**src/rtl/multi_cycle_controller_pkg.sv**
```systemverilog
// Shared encodings for the multi-cycle core: opcodes, ALU codes, mux selects, FSM states.
// Used by the controller, ALU and datapath so every block agrees on the same values.
package multi_cycle_controller_pkg;

    localparam logic [6:0] OP_LOAD   = 7'b0000011;
    localparam logic [6:0] OP_STORE  = 7'b0100011;
    localparam logic [6:0] OP_RTYPE  = 7'b0110011;
    localparam logic [6:0] OP_ITYPE  = 7'b0010011;
    localparam logic [6:0] OP_BRANCH = 7'b1100011;
    localparam logic [6:0] OP_JAL    = 7'b1101111;

    localparam logic [2:0] ALU_ADD = 3'b000;
    localparam logic [2:0] ALU_SUB = 3'b001;
    localparam logic [2:0] ALU_OR  = 3'b010;
    localparam logic [2:0] ALU_AND = 3'b011;
    localparam logic [2:0] ALU_SLT = 3'b101;

    localparam logic [2:0] F3_ADD = 3'b000;
    localparam logic [2:0] F3_SLT = 3'b010;
    localparam logic [2:0] F3_OR  = 3'b110;
    localparam logic [2:0] F3_AND = 3'b111;

    localparam logic [1:0] SRC_A_PC     = 2'b00;
    localparam logic [1:0] SRC_A_OLD_PC = 2'b01;
    localparam logic [1:0] SRC_A_RD1    = 2'b10;

    localparam logic [1:0] SRC_B_RD2  = 2'b00;
    localparam logic [1:0] SRC_B_IMM  = 2'b01;
    localparam logic [1:0] SRC_B_FOUR = 2'b10;

    localparam logic [1:0] RES_ALU_OUT    = 2'b00;
    localparam logic [1:0] RES_MEM_DATA   = 2'b01;
    localparam logic [1:0] RES_ALU_RESULT = 2'b10;

    localparam logic ADR_PC     = 1'b0;
    localparam logic ADR_RESULT = 1'b1;

    localparam logic [1:0] IMM_I = 2'b00;
    localparam logic [1:0] IMM_S = 2'b01;
    localparam logic [1:0] IMM_B = 2'b10;
    localparam logic [1:0] IMM_J = 2'b11;

    // How the ALU operation is chosen in a given state.
    localparam logic [1:0] ALU_CLASS_ADD   = 2'b00;
    localparam logic [1:0] ALU_CLASS_SUB   = 2'b01;
    localparam logic [1:0] ALU_CLASS_FUNCT = 2'b10;

    typedef enum logic [3:0] {
        S_FETCH,
        S_DECODE,
        S_MEM_ADR,
        S_MEM_READ,
        S_MEM_WB,
        S_MEM_WRITE,
        S_EXECUTE_R,
        S_EXECUTE_I,
        S_ALU_WB,
        S_BEQ,
        S_JAL
    } state_t;

    function automatic logic [1:0] imm_src_of(input logic [6:0] opcode);
        case (opcode)
            OP_STORE:  return IMM_S;
            OP_BRANCH: return IMM_B;
            OP_JAL:    return IMM_J;
            default:   return IMM_I;
        endcase
    endfunction

endpackage

```
**src/rtl/multi_cycle_controller_alu_decoder.sv**
```systemverilog
// ALU operation decode: fixed add/sub, or funct3/funct7_5 driven in the execute states.
// funct_illegal flags a funct3 the ALU does not implement; the op falls back to add.
module alu_decoder
    import multi_cycle_controller_pkg::*;
#(
    parameter int ALU_OP_WIDTH = 3
) (
    input  logic [1:0]              alu_class,
    input  logic [2:0]              funct3,
    input  logic                    funct7_5,
    input  logic                    r_type,
    output logic [ALU_OP_WIDTH-1:0] alu_op,
    output logic                    funct_illegal
);

    logic [2:0] code;

    always_comb begin
        code          = ALU_ADD;
        funct_illegal = 1'b0;
        case (alu_class)
            ALU_CLASS_SUB: code = ALU_SUB;
            ALU_CLASS_FUNCT: begin
                case (funct3)
                    F3_ADD:  code = (r_type && funct7_5) ? ALU_SUB : ALU_ADD;
                    F3_SLT:  code = ALU_SLT;
                    F3_OR:   code = ALU_OR;
                    F3_AND:  code = ALU_AND;
                    default: begin
                        code          = ALU_ADD;
                        funct_illegal = 1'b1;
                    end
                endcase
            end
            default: code = ALU_ADD;
        endcase
    end

    assign alu_op = ALU_OP_WIDTH'(code);

endmodule

```
**src/rtl/multi_cycle_controller.sv**
```systemverilog
// Moore FSM sequencing the multi-cycle datapath; write enables are held off while rst is high
// so the asynchronous return to FETCH never produces a spurious write.
module multi_cycle_controller
    import multi_cycle_controller_pkg::*;
#(
    parameter int ALU_OP_WIDTH = 3
) (
    input  logic                    clk,
    input  logic                    rst,
    input  logic [6:0]              opcode,
    input  logic [2:0]              funct3,
    input  logic                    funct7_5,
    input  logic                    zero,
    output logic                    pc_write,
    output logic                    adr_src,
    output logic                    mem_write,
    output logic                    ir_write,
    output logic                    reg_write,
    output logic [1:0]              result_src,
    output logic [1:0]              alu_src_a,
    output logic [1:0]              alu_src_b,
    output logic [1:0]              imm_src,
    output logic [ALU_OP_WIDTH-1:0] alu_op,
    output logic                    illegal_instr
);

    state_t     state, next_state;
    logic       pc_update, branch;
    logic       ir_write_int, mem_write_int, reg_write_int;
    logic       decode_illegal, check_funct, funct_illegal;
    logic [1:0] alu_class;

    always_ff @(posedge clk or posedge rst) begin
        if (rst) state <= S_FETCH;
        else     state <= next_state;
    end

    always_comb begin
        next_state     = state;
        pc_update      = 1'b0;
        branch         = 1'b0;
        ir_write_int   = 1'b0;
        mem_write_int  = 1'b0;
        reg_write_int  = 1'b0;
        decode_illegal = 1'b0;
        check_funct    = 1'b0;
        adr_src        = ADR_PC;
        result_src     = RES_ALU_OUT;
        alu_src_a      = SRC_A_PC;
        alu_src_b      = SRC_B_RD2;
        alu_class      = ALU_CLASS_ADD;
        case (state)
            S_FETCH: begin
                ir_write_int = 1'b1;
                pc_update    = 1'b1;
                alu_src_b    = SRC_B_FOUR;
                result_src   = RES_ALU_RESULT;
                next_state   = S_DECODE;
            end
            S_DECODE: begin
                alu_src_a = SRC_A_OLD_PC;
                alu_src_b = SRC_B_IMM;
                case (opcode)
                    OP_LOAD, OP_STORE: next_state = S_MEM_ADR;
                    OP_RTYPE:          next_state = S_EXECUTE_R;
                    OP_ITYPE:          next_state = S_EXECUTE_I;
                    OP_BRANCH:         next_state = S_BEQ;
                    OP_JAL:            next_state = S_JAL;
                    default: begin
                        next_state     = S_FETCH;
                        decode_illegal = 1'b1;
                    end
                endcase
            end
            S_MEM_ADR: begin
                alu_src_a  = SRC_A_RD1;
                alu_src_b  = SRC_B_IMM;
                next_state = (opcode == OP_LOAD) ? S_MEM_READ : S_MEM_WRITE;
            end
            S_MEM_READ: begin
                adr_src    = ADR_RESULT;
                next_state = S_MEM_WB;
            end
            S_MEM_WB: begin
                result_src    = RES_MEM_DATA;
                reg_write_int = 1'b1;
                next_state    = S_FETCH;
            end
            S_MEM_WRITE: begin
                adr_src       = ADR_RESULT;
                mem_write_int = 1'b1;
                next_state    = S_FETCH;
            end
            S_EXECUTE_R: begin
                alu_src_a   = SRC_A_RD1;
                alu_src_b   = SRC_B_RD2;
                alu_class   = ALU_CLASS_FUNCT;
                check_funct = 1'b1;
                next_state  = S_ALU_WB;
            end
            S_EXECUTE_I: begin
                alu_src_a   = SRC_A_RD1;
                alu_src_b   = SRC_B_IMM;
                alu_class   = ALU_CLASS_FUNCT;
                check_funct = 1'b1;
                next_state  = S_ALU_WB;
            end
            S_ALU_WB: begin
                reg_write_int = 1'b1;
                next_state    = S_FETCH;
            end
            S_BEQ: begin
                alu_src_a  = SRC_A_RD1;
                alu_src_b  = SRC_B_RD2;
                alu_class  = ALU_CLASS_SUB;
                branch     = 1'b1;
                next_state = S_FETCH;
            end
            S_JAL: begin
                alu_src_a  = SRC_A_OLD_PC;
                alu_src_b  = SRC_B_FOUR;
                pc_update  = 1'b1;
                next_state = S_ALU_WB;
            end
            default: next_state = S_FETCH;
        endcase
    end

    alu_decoder #(.ALU_OP_WIDTH(ALU_OP_WIDTH)) u_alu_decoder (
        .alu_class     (alu_class),
        .funct3        (funct3),
        .funct7_5      (funct7_5),
        .r_type        (state == S_EXECUTE_R),
        .alu_op        (alu_op),
        .funct_illegal (funct_illegal)
    );

    assign pc_write      = ~rst & (pc_update | (branch & zero));
    assign ir_write      = ~rst & ir_write_int;
    assign mem_write     = ~rst & mem_write_int;
    assign reg_write     = ~rst & reg_write_int;
    assign illegal_instr = ~rst & (decode_illegal | (check_funct & funct_illegal));
    assign imm_src       = imm_src_of(opcode);

endmodule

```
**config.mk**
```make
export PLATFORM = sky130hd
export DESIGN_NAME = multi_cycle_controller
export DESIGN_NICKNAME = d
export VERILOG_FILES = /design/src/rtl/multi_cycle_controller_pkg.sv /design/src/rtl/multi_cycle_controller_alu_decoder.sv /design/src/rtl/multi_cycle_controller.sv
export SDC_FILE = /design/constraint.sdc
export NUM_CORES = 1
export LEC_CHECK = 0
export BUFFER_PORTS_ARGS = -buffer_cell sky130_fd_sc_hd__clkbuf_2
export CAP_MARGIN = 20
export CORE_ASPECT_RATIO = 1.25
export CORE_MARGIN = 4
export CORE_UTILIZATION = 30
export CTS_CLUSTER_DIAMETER = 120
export CTS_CLUSTER_SIZE = 16
export DETAILED_ROUTE_END_ITERATION = 8
export GPL_TIMING_DRIVEN = 0
export PLACE_DENSITY = 0.68
export SYNTH_ARGS = -nofsm -noshare
export SYNTH_HDL_FRONTEND = slang
export SYNTH_HIERARCHICAL = 1
export SYNTH_SLANG_ARGS = --single-unit
export TNS_END_PERCENT = 20
```
**constraint.sdc**
```tcl
create_clock -name clk -period 2.9 [get_ports clk]
set_clock_uncertainty 0.05 [all_clocks]
set_input_delay 0.58 -clock clk [delete_from_list [all_inputs] [get_ports clk]]
set_output_delay 0.58 -clock clk [all_outputs]
set_load 0.01 [all_outputs]
```
* Word-level counts from Yosys, hierarchy flattened
Cells that the tools add are included.
Widths: inputs -> output; s select.
** Storage, ports and cells
- Bits in registers :: 4
- Bits in latches :: 0
- Bits in writable memories :: 0
- ROM bits :: 0
- Input bits :: 14
- Output and inout bits :: 17
- Logic and storage cells :: 68
- Memories :: 0
** Cells by class
- Add/sub/neg operators :: 0
- Multiply operators :: 0
- Div/mod/pow operators :: 0
- Order comparisons :: 0
- Equality and inequality tests :: 21
- Shift operators :: 0
- Multiplexer cells :: 22
- Bitwise operators :: 10
- Reduce and logical (&&, ||, !) cells :: 14
** Operators by type and width (count)
- $pmux 4 s5 :: 2
- $eq 4x3->1 const B :: 4
- $pmux 2 s2 :: 4
- $eq 7x6->1 const B :: 2
- $eq 7x7->1 const B :: 2
- $eq 4x4->1 const B :: 3
- $mux 1 :: 12
- $pmux 3 s4 :: 1
- $reduce_or 2->1 :: 6
- $eq 4x2->1 const B :: 2
- $reduce_or 4->1 :: 2
- $and 1x1->1 :: 7
- $eq 7x2->1 const B :: 1
- $eq 7x5->1 const B :: 1
- $eq 3x3->1 const B :: 2
- $pmux 2 s3 :: 1
- $pmux 3 s2 :: 1
- $reduce_or 3->1 :: 2
- $reduce_or 6->1 :: 1
- $eq 4x1->1 const B :: 1
- $logic_not 4->1 :: 1
- $eq 3x2->1 const B :: 1
- $logic_not 3->1 :: 1
- $mux 3 :: 1
- other kinds (5) :: 6

* Depth between registers and ports, before layout
Gate-level depths: netlist of run 1.
- Depth after elaboration :: 8
- Gate-level depth with buffers :: 10
- Depth with buffers taken out :: 9

* By module
Netlist of run 1, hierarchy kept.
** By module, submodules not included
- multi_cycle_controller :: times used 1, cells each 72, area each 520.5 µm², sequential area each 100.1 µm²
- alu_decoder :: times used 1, cells each 14, area each 95.1 µm², sequential area each 0.0 µm²

* Least setup slack after synthesis of run 1
Ideal clock, no wire load.
- Kind :: reg-to-output
- From :: reg state[1]
- To :: out alu_op[1]
- Arrival time :: 1570 ps
- Path slack :: 700 ps
- Cell stages (with the launch flop) :: 7
- Cell sequence :: dfrtp_1 > buf_2 > nand2b_1 > nor2_1 > inv_1 > ha_1 > nor3b_1
** On the way
- Longest elaborated chain between the ends :: 5
- Elaborated cells between the ends (all ways) :: 8
- Those cells by class :: 5 x eq/ne; 2 x mux; 1 x reduce/logical
** RTL lines
- from (decl) :: RTL line multi_cycle_controller.sv:27 : state_t state, next_state;
- from (signal assigned) :: RTL line multi_cycle_controller.sv:35 : else state <= next_state;
- $eq 4x3->1 :: RTL line multi_cycle_controller.sv:52 : case (state)
- $reduce_or 2->1 (no source line)
- $pmux 2 s2 * :: RTL line multi_cycle_controller.sv:52
- named net alu_class[0] :: RTL line multi_cycle_controller.sv:31 : logic [1:0] alu_class;
- $eq 2x2->1 / $eq 2x1->1 (equally long branches) :: RTL line multi_cycle_controller_alu_decoder.sv:21 : case (alu_class)
- $pmux 3 s2 * :: RTL line multi_cycle_controller_alu_decoder.sv:21
- to (decl) :: RTL line multi_cycle_controller.sv:23 : output logic [ALU_OP_WIDTH-1:0] alu_op,
Mark *: on every way through the listed nets, which the timed path passes. The rest lies on a longest branch.

* Worst setup path after layout of run 1
- From :: reg state[1]
- To :: out alu_op[2]
Same word-level chain as after synthesis.

==> results.cfg, run 1 <==
[sta]
timing.final.crit_share_pct = 91.5
hold_violations = 0
finalCriticalPeriod_ns = 2.65
setup_viol = 0
finalHoldWorstSlack_ns = 0.249
setup_slack_ns = 0.245
maxSlewHeadroom_pct = 70.9
total_count_of_max_transition_violations_in_the_final_report = 0
unrepaired_setup_endpoints_after_global_routing = false
totalNegativeSetupSlack_ns = 0
worst_margin_slew_ns = 0.437
achievable-frequency_ghz = 0.377

[power_and_ir_drop]
internal_power_mw = 0.198
power.share.sequential_pct = 21.8
cellLeakagePower_nw = 0.394
comb_power_share_pct = 59.4
clock_power_share_pct = 18.8
switchingPower_mw = 0.156
power_switching_share_pct = 44.0
power.density_cell_area_nw_per_um2 = 436
ir_drop_mv = 0.258

[clocking]
hold_buffers = 0
cts_tree = yes
clock_tree.root_cell = sky130_fd_sc_hd__clkbuf_4
cts_htree_levels = 1
cts_setup_buffers = 0
cts_resized = 0
cts_buffer_count = 3
clk_path_buf_depth = 2
clock-sinks = 4
path_clk_slew_ns = 0.04
clk-insertion-delay-late_ns = 0.23

[setup_path]
timing.critical_path.buf_inv = 3
critPathMaxStageDelay_ns = 0.43
required_ns = 2.27
worstSetupStartpointType = flop
cp_cell_sequence = buf_2, nand2b_1, nor2_1, inv_1, ha_1, and4b_2, clkbuf_2
worstSetupPathType = reg -> out
critPathMaxFanout = 10
crit_path_end_kind = output port
slowest_stage = sky130_fd_sc_hd__dfrtp_1
regToRegSetupSlack_ns = 1.56
critical_path.top_delay_family = simple AND/OR/NAND/NOR gates
arrival_ns = 2.02

[logic_synthesis]
synth.area.mux_share_pct = 0
synth_simple_gate_area_share_pct = 45.3
synth_sequential_area_ratio_pct = 16.3
syn_avg_cell_area_um2 = 7.16
arithmetic_cell_share_of_the_synthesized_area_counting_full_adders_half_adders_and_majority_gates_pct = 4.07
dominant_synthesized_flop_cell = sky130_fd_sc_hd__dfrtp_1
ys_async_sr_fraction_pct = 100
largest_cells_by_area_after_synthesis = sky130_fd_sc_hd__dfrtp_1, sky130_fd_sc_hd__nand2_1, sky130_fd_sc_hd__nor3_1
synthesis.nets = 102
synth_top_area_share_pct = 16.3
synth.lib_cells_used.distinct = 41
synth_top_family_by_area = simple AND/OR/NAND/NOR gates
synth_area_leader_cell = sky130_fd_sc_hd__dfrtp_1
synth_compound_area_share_pct = 22.2
syn_inst = 86
postSynthRegisterBits = 4
synth_enable_flop_cells = 0
synth_xor_area_share_pct = 4.27
synth-warning-count = 6
netlist_area_um2 = 616

[layout]
largest_register_ff_count = 4
areaGrowthSynthToFinish_pct = 32.1
fill_cells = 220
largestRegisters = state (4)
diodes = 0
regMostFlops = state
drive_above_1_share_pct = 35.3
final_net_count = 137

[global_route]
grt_first_pass_wirelength_um = 3080
first_global_vias = 700
antenna_found_initial = 0
global_route.usage.total_pct = 13.4
grt_start_max_net_pins = 11
grt.overflow.total = 0

[min_path]
timing.hold.worst.class = in -> async

[die]
num_rows = 18
chipHeight_um = 58.6
die-area_um2 = 2850
die_width_um = 48.5
ioPinCount = 31
core-area_um2 = 1960
initial_core_util_pct = 31.4

[placement]
hpwl_um = 1420
place.port_buffers = 30
placement.setup.worst_slack_ns = 0.477
final_gp_congestion = 0.875

[routing]
wl_per_cell_um = 12.6
firstDrtPassIters = 4
antenna_violating_nets_post_route = 0
detailroute.via_count = 776
detailedRoute.firstIterationViolations = 14
wl_um = 1750
drc = 0
viasPerCell = 5.58

[run_status]
run_status = complete, no violations

[run]
number_of_max_capacitance_violations_reported = 0
-- power groups by stage --
stage / Combinational (mW) / Clock (mW) / Sequential (mW)
4_1_cts: 0.214 / 0.0706 / 0.0768
2_1_floorplan: 0.135 / 0 / 0.0727
6_report: 0.210 / 0.0667 / 0.0772
5_1_grt: 0.236 / 0.0773 / 0.0780
3_5_place_dp: 0.213 / 0 / 0.0775
3_3_place_gp: 0.209 / 0 / 0.0765
-- cells in the final DEF (no fill, tap or decap), drive strengths merged, types with 2 or more instances in the layout --
| master | n |
|---|---|
| nor2 | 9 |
| nor2b | 2 |
| ha | 2 |
| a41oi | 2 |
| inv | 6 |
| a31oi | 2 |
| o2111ai | 2 |
| xor2 | 2 |
| buf | 3 |
| dfrtp | 4 |
| nand3 | 4 |
| a21oi | 3 |
| nor4b | 3 |
| a211oi | 4 |
| and4b | 2 |
| nand2 | 11 |
| and3 | 3 |
| clkbuf | 34 |
| nor3 | 6 |
-- path summary, 6_finish.rpt --
| path | start | end | depth (start not counted) |
|---|---|---|---|
| max | state[1] | alu_op[2] | 7 |
| min | rst | state[2] | 2 |
| max reg2reg | state[3] | state[3] | 4 |
| min reg2reg | state[2] | state[3] | 3 |
| max in group asynchronous | rst | state[1] | 2 |
| min in group clk | opcode[6] | state[3] | 3 |
-- layout make-up --
type	count	area, µm²	area share [%]
Buffer	4	21.3	2.62
Clock buffer	3	22.5	2.77
Inverter	6	27.5	3.38
Multi-Input combinational cell	72	467	57.4
Sequential cell	4	100	12.3
Tap cell	20	25.0	3.08
Timing Repair Buffer	30	150	18.5
-- through the flow --
step | utilization [%] | cells | instance area (µm²) | power (mW)
3_3_place_gp | 40.4 | 136 | 791 | 0.286
2_1_floorplan | - | 86 | 616 | 0.208
5_1_grt | 41.5 | 139 | 813 | 0.391
4_1_cts | 41.5 | 139 | 813 | 0.361
6_report | 41.5 | 139 | 813 | 0.354
3_5_place_dp | 40.4 | 136 | 791 | 0.291
-- synthesized netlist by cell type, types with 2 or more instances --
cell,count
sky130_fd_sc_hd__nand2_1,10
sky130_fd_sc_hd__a41oi_1,2
sky130_fd_sc_hd__nor3_1,6
sky130_fd_sc_hd__nor2_1,8
sky130_fd_sc_hd__inv_1,4
sky130_fd_sc_hd__xor2_1,2
sky130_fd_sc_hd__nand3_1,4
sky130_fd_sc_hd__a211oi_1,4
sky130_fd_sc_hd__and3_1,2
sky130_fd_sc_hd__nor2b_1,2
sky130_fd_sc_hd__o2111ai_1,2
sky130_fd_sc_hd__a31oi_1,2
sky130_fd_sc_hd__a21oi_1,3
sky130_fd_sc_hd__ha_1,2
sky130_fd_sc_hd__buf_2,2
sky130_fd_sc_hd__nor4b_1,3
sky130_fd_sc_hd__dfrtp_1,4
-- routing by layer --
| layer | GRT usage [%] | up-vias | share of wire [%] |
|---|---|---|---|
| met5 | 0 | - | 0 |
| met3 | 5.82 | 0 | 12 |
| met2 | 20.9 | 41 | 46 |
| met1 | 16.9 | 347 | 42 |
| li1 | - | 388 | - |
| met4 | 3.46 | 0 | 0 |
-- kinds of logic after synthesis --
family | count (synthesis)
buf+inv | 10
flops | 4
simple gates | 48
fa+ha+maj | 2
compound gates | 19
xor+xnor | 3
-- worst register-to-register path, stage by stage, from the launching register on --
cell and delay (ns):
sky130_fd_sc_hd__dfrtp_1 0.31, sky130_fd_sc_hd__clkbuf_1 0.35, sky130_fd_sc_hd__and3b_1 0.28, sky130_fd_sc_hd__a31oi_1 0.17
sky130_fd_sc_hd__nand2_1 0.07
Note: power is estimated with default switching activity, not from simulation.
==> run 2: changes to the inputs <==
--- a/config.mk
+++ b/config.mk
@@ -5,16 +5,16 @@
 export SDC_FILE = /design/constraint.sdc
 export NUM_CORES = 1
 export LEC_CHECK = 0
+export ABC_CLOCK_PERIOD_IN_PS = 2900
 export BUFFER_PORTS_ARGS = -buffer_cell sky130_fd_sc_hd__clkbuf_2
 export CAP_MARGIN = 20
-export CORE_ASPECT_RATIO = 1.25
 export CORE_MARGIN = 4
-export CORE_UTILIZATION = 30
+export CORE_UTILIZATION = 40
 export CTS_CLUSTER_DIAMETER = 120
 export CTS_CLUSTER_SIZE = 16
 export DETAILED_ROUTE_END_ITERATION = 8
 export GPL_TIMING_DRIVEN = 0
-export PLACE_DENSITY = 0.68
+export PLACE_DENSITY = 0.77
 export SYNTH_ARGS = -nofsm -noshare
 export SYNTH_HDL_FRONTEND = slang
 export SYNTH_HIERARCHICAL = 1
==> results.cfg, run 2 (same netlist as run 1, synthesis figures left out) <==
[placement]
final_gp_congestion = 0.827
place.port_buffers = 30
hpwl_um = 1330
placement.setup.worst_slack_ns = 0.515

[die]
ioPinCount = 31
initial_core_util_pct = 45.1
num_rows = 13
core-area_um2 = 1370
die-area_um2 = 2230
die_width_um = 47.2
chipHeight_um = 47.2

[global_route]
grt_first_pass_wirelength_um = 2660
global_route.usage.total_pct = 16.2
grt.overflow.total = 0
grt_start_max_net_pins = 11
antenna_found_initial = 0
first_global_vias = 647

[routing]
highest-signal-layer = met3
antenna_violating_nets_post_route = 0
met3RoutedLength_um = 155
wl_per_cell_um = 12.0
viasPerCell = 5.75
detailroute.wirelength.met2_um = 706
detailedRoute.firstIterationViolations = 18
detailroute.via_count = 771
firstDrtPassIters = 4
wl_met1_um = 742
wl_um = 1600
drc = 0

[layout]
areaGrowthSynthToFinish_pct = 31.1
final_net_count = 137
area.sequential_um2 = 100
layout_commonest_cell = sky130_fd_sc_hd__clkbuf_2
fill_cells = 142
drive_above_1_share_pct = 35.3
largest_register_ff_count = 4
fin_util_pct = 59.1
most-common-layout-cells = sky130_fd_sc_hd__clkbuf_2, sky130_fd_sc_hd__nand2_1, sky130_fd_sc_hd__nor2_1
regMostFlops = state
multi_input_area_um2 = 467
largestRegisters = state (4)
diodes = 0

[sta]
setup_slack_ns = 0.258
hold_violations = 0
finalCriticalPeriod_ns = 2.64
timing.final.crit_share_pct = 91.1
achievable-frequency_ghz = 0.378
setup_viol = 0
worst_margin_slew_ns = 0.450
total_count_of_max_transition_violations_in_the_final_report = 0
maxSlewHeadroom_pct = 70.0
finalHoldWorstSlack_ns = 0.242
totalNegativeSetupSlack_ns = 0
unrepaired_setup_endpoints_after_global_routing = false

[power_and_ir_drop]
power.density_cell_area_nw_per_um2 = 433
switchingPower_mw = 0.151
power.share.sequential_pct = 21.4
comb_power_share_pct = 59.8
power_switching_share_pct = 43.2
internal_power_mw = 0.198
clock_power_share_pct = 18.7
ir_drop_mv = 0.264
cellLeakagePower_nw = 0.394

[setup_path]
regToRegSetupSlack_ns = 1.54
arrival_ns = 2.01
crit_path_end_kind = output port
ff2ff_path_depth = 4
critPathMaxFanout = 10
critical_r2r_capture = state[3]
required_ns = 2.27
timing.rr.start = state[3]
worstSetupPathType = reg -> out
worstSetupStartpointType = flop

[clocking]
clock_tree.root_cell = sky130_fd_sc_hd__clkbuf_4
hold_buffers = 0
clock-sinks = 4
cts_htree_levels = 1
clk-insertion-delay-late_ns = 0.23
path_clk_slew_ns = 0.04
cts_tree = yes
cts_resized = 0
clk_path_buf_depth = 2
cts_setup_buffers = 0
cts_buffer_count = 3

[min_path]
timing.hold.worst.class = in -> async

[run_status]
run_status = complete, no violations

[run]
number_of_max_capacitance_violations_reported = 0
==> run 2: cell counts in the layout (fill, tap and decap cells not counted) <==
Identical to the previous run, type by type.
==> run 2: worst max-delay path by stage <==
| stage | from | end | slack, ns | cells past startpoint |
|---|---|---|---|---|
| after floorplan | state[1] | alu_op[1] | 0.70 | 6 |
| after global placement | state[1] | alu_op[2] | 0.52 | 7 |
| after detailed placement | state[3] | alu_op[2] | 0.52 | 7 |
| after CTS | state[3] | alu_op[2] | 0.26 | 7 |
| after global routing | state[1] | alu_op[2] | 0.11 | 7 |
| final | state[3] | alu_op[2] | 0.26 | 7 |
==> run 2: layout make-up <==
| cell class | count | share of cell area (%) |
|---|---|---|
| buffer | 4 | 2.64 |
| clock buffer | 3 | 2.79 |
| multi-input combinational | 72 | 57.8 |
| tap | 15 | 2.33 |
| sequential | 4 | 12.4 |
| timing repair buffer | 30 | 18.6 |
| inverter | 6 | 3.41 |
==> run 2: stage by stage <==
| step | instances | instance area, µm² | power [mW] |
|---|---|---|---|
| final | 134 | 807 | 0.349 |
| after global routing | 134 | 807 | 0.384 |
| after CTS | 134 | 807 | 0.354 |
| after detailed placement | 131 | 785 | 0.285 |
| after global placement | 131 | 785 | 0.282 |
| after floorplan | 86 | 616 | 0.208 |
==> run 2: power groups by stage <==
stage	Combinational (mW)	Clock, mW	Sequential (mW)
after floorplan	0.135	0	0.0727
after global placement	0.207	0	0.0754
after detailed placement	0.210	0	0.0752
after CTS	0.210	0.0696	0.0746
after global routing	0.232	0.0750	0.0767
final	0.209	0.0654	0.0749
==> run 2: per-layer routing <==
metal	global-route usage [%]	up-vias
li1	-	398
met1	20.9	345
met2	27.5	28
met3	3.45	0
met4	3.31	0
met5	0	-
==> run 2: critical path, cell delays in order (launching register included) <==
cell                       delay [ns]
sky130_fd_sc_hd__dfrtp_1         0.31
sky130_fd_sc_hd__clkbuf_1        0.36
sky130_fd_sc_hd__nand2_1         0.16
sky130_fd_sc_hd__nor2_1          0.17
sky130_fd_sc_hd__inv_1           0.06
sky130_fd_sc_hd__ha_1            0.32
sky130_fd_sc_hd__and4b_2         0.27
sky130_fd_sc_hd__clkbuf_2        0.12
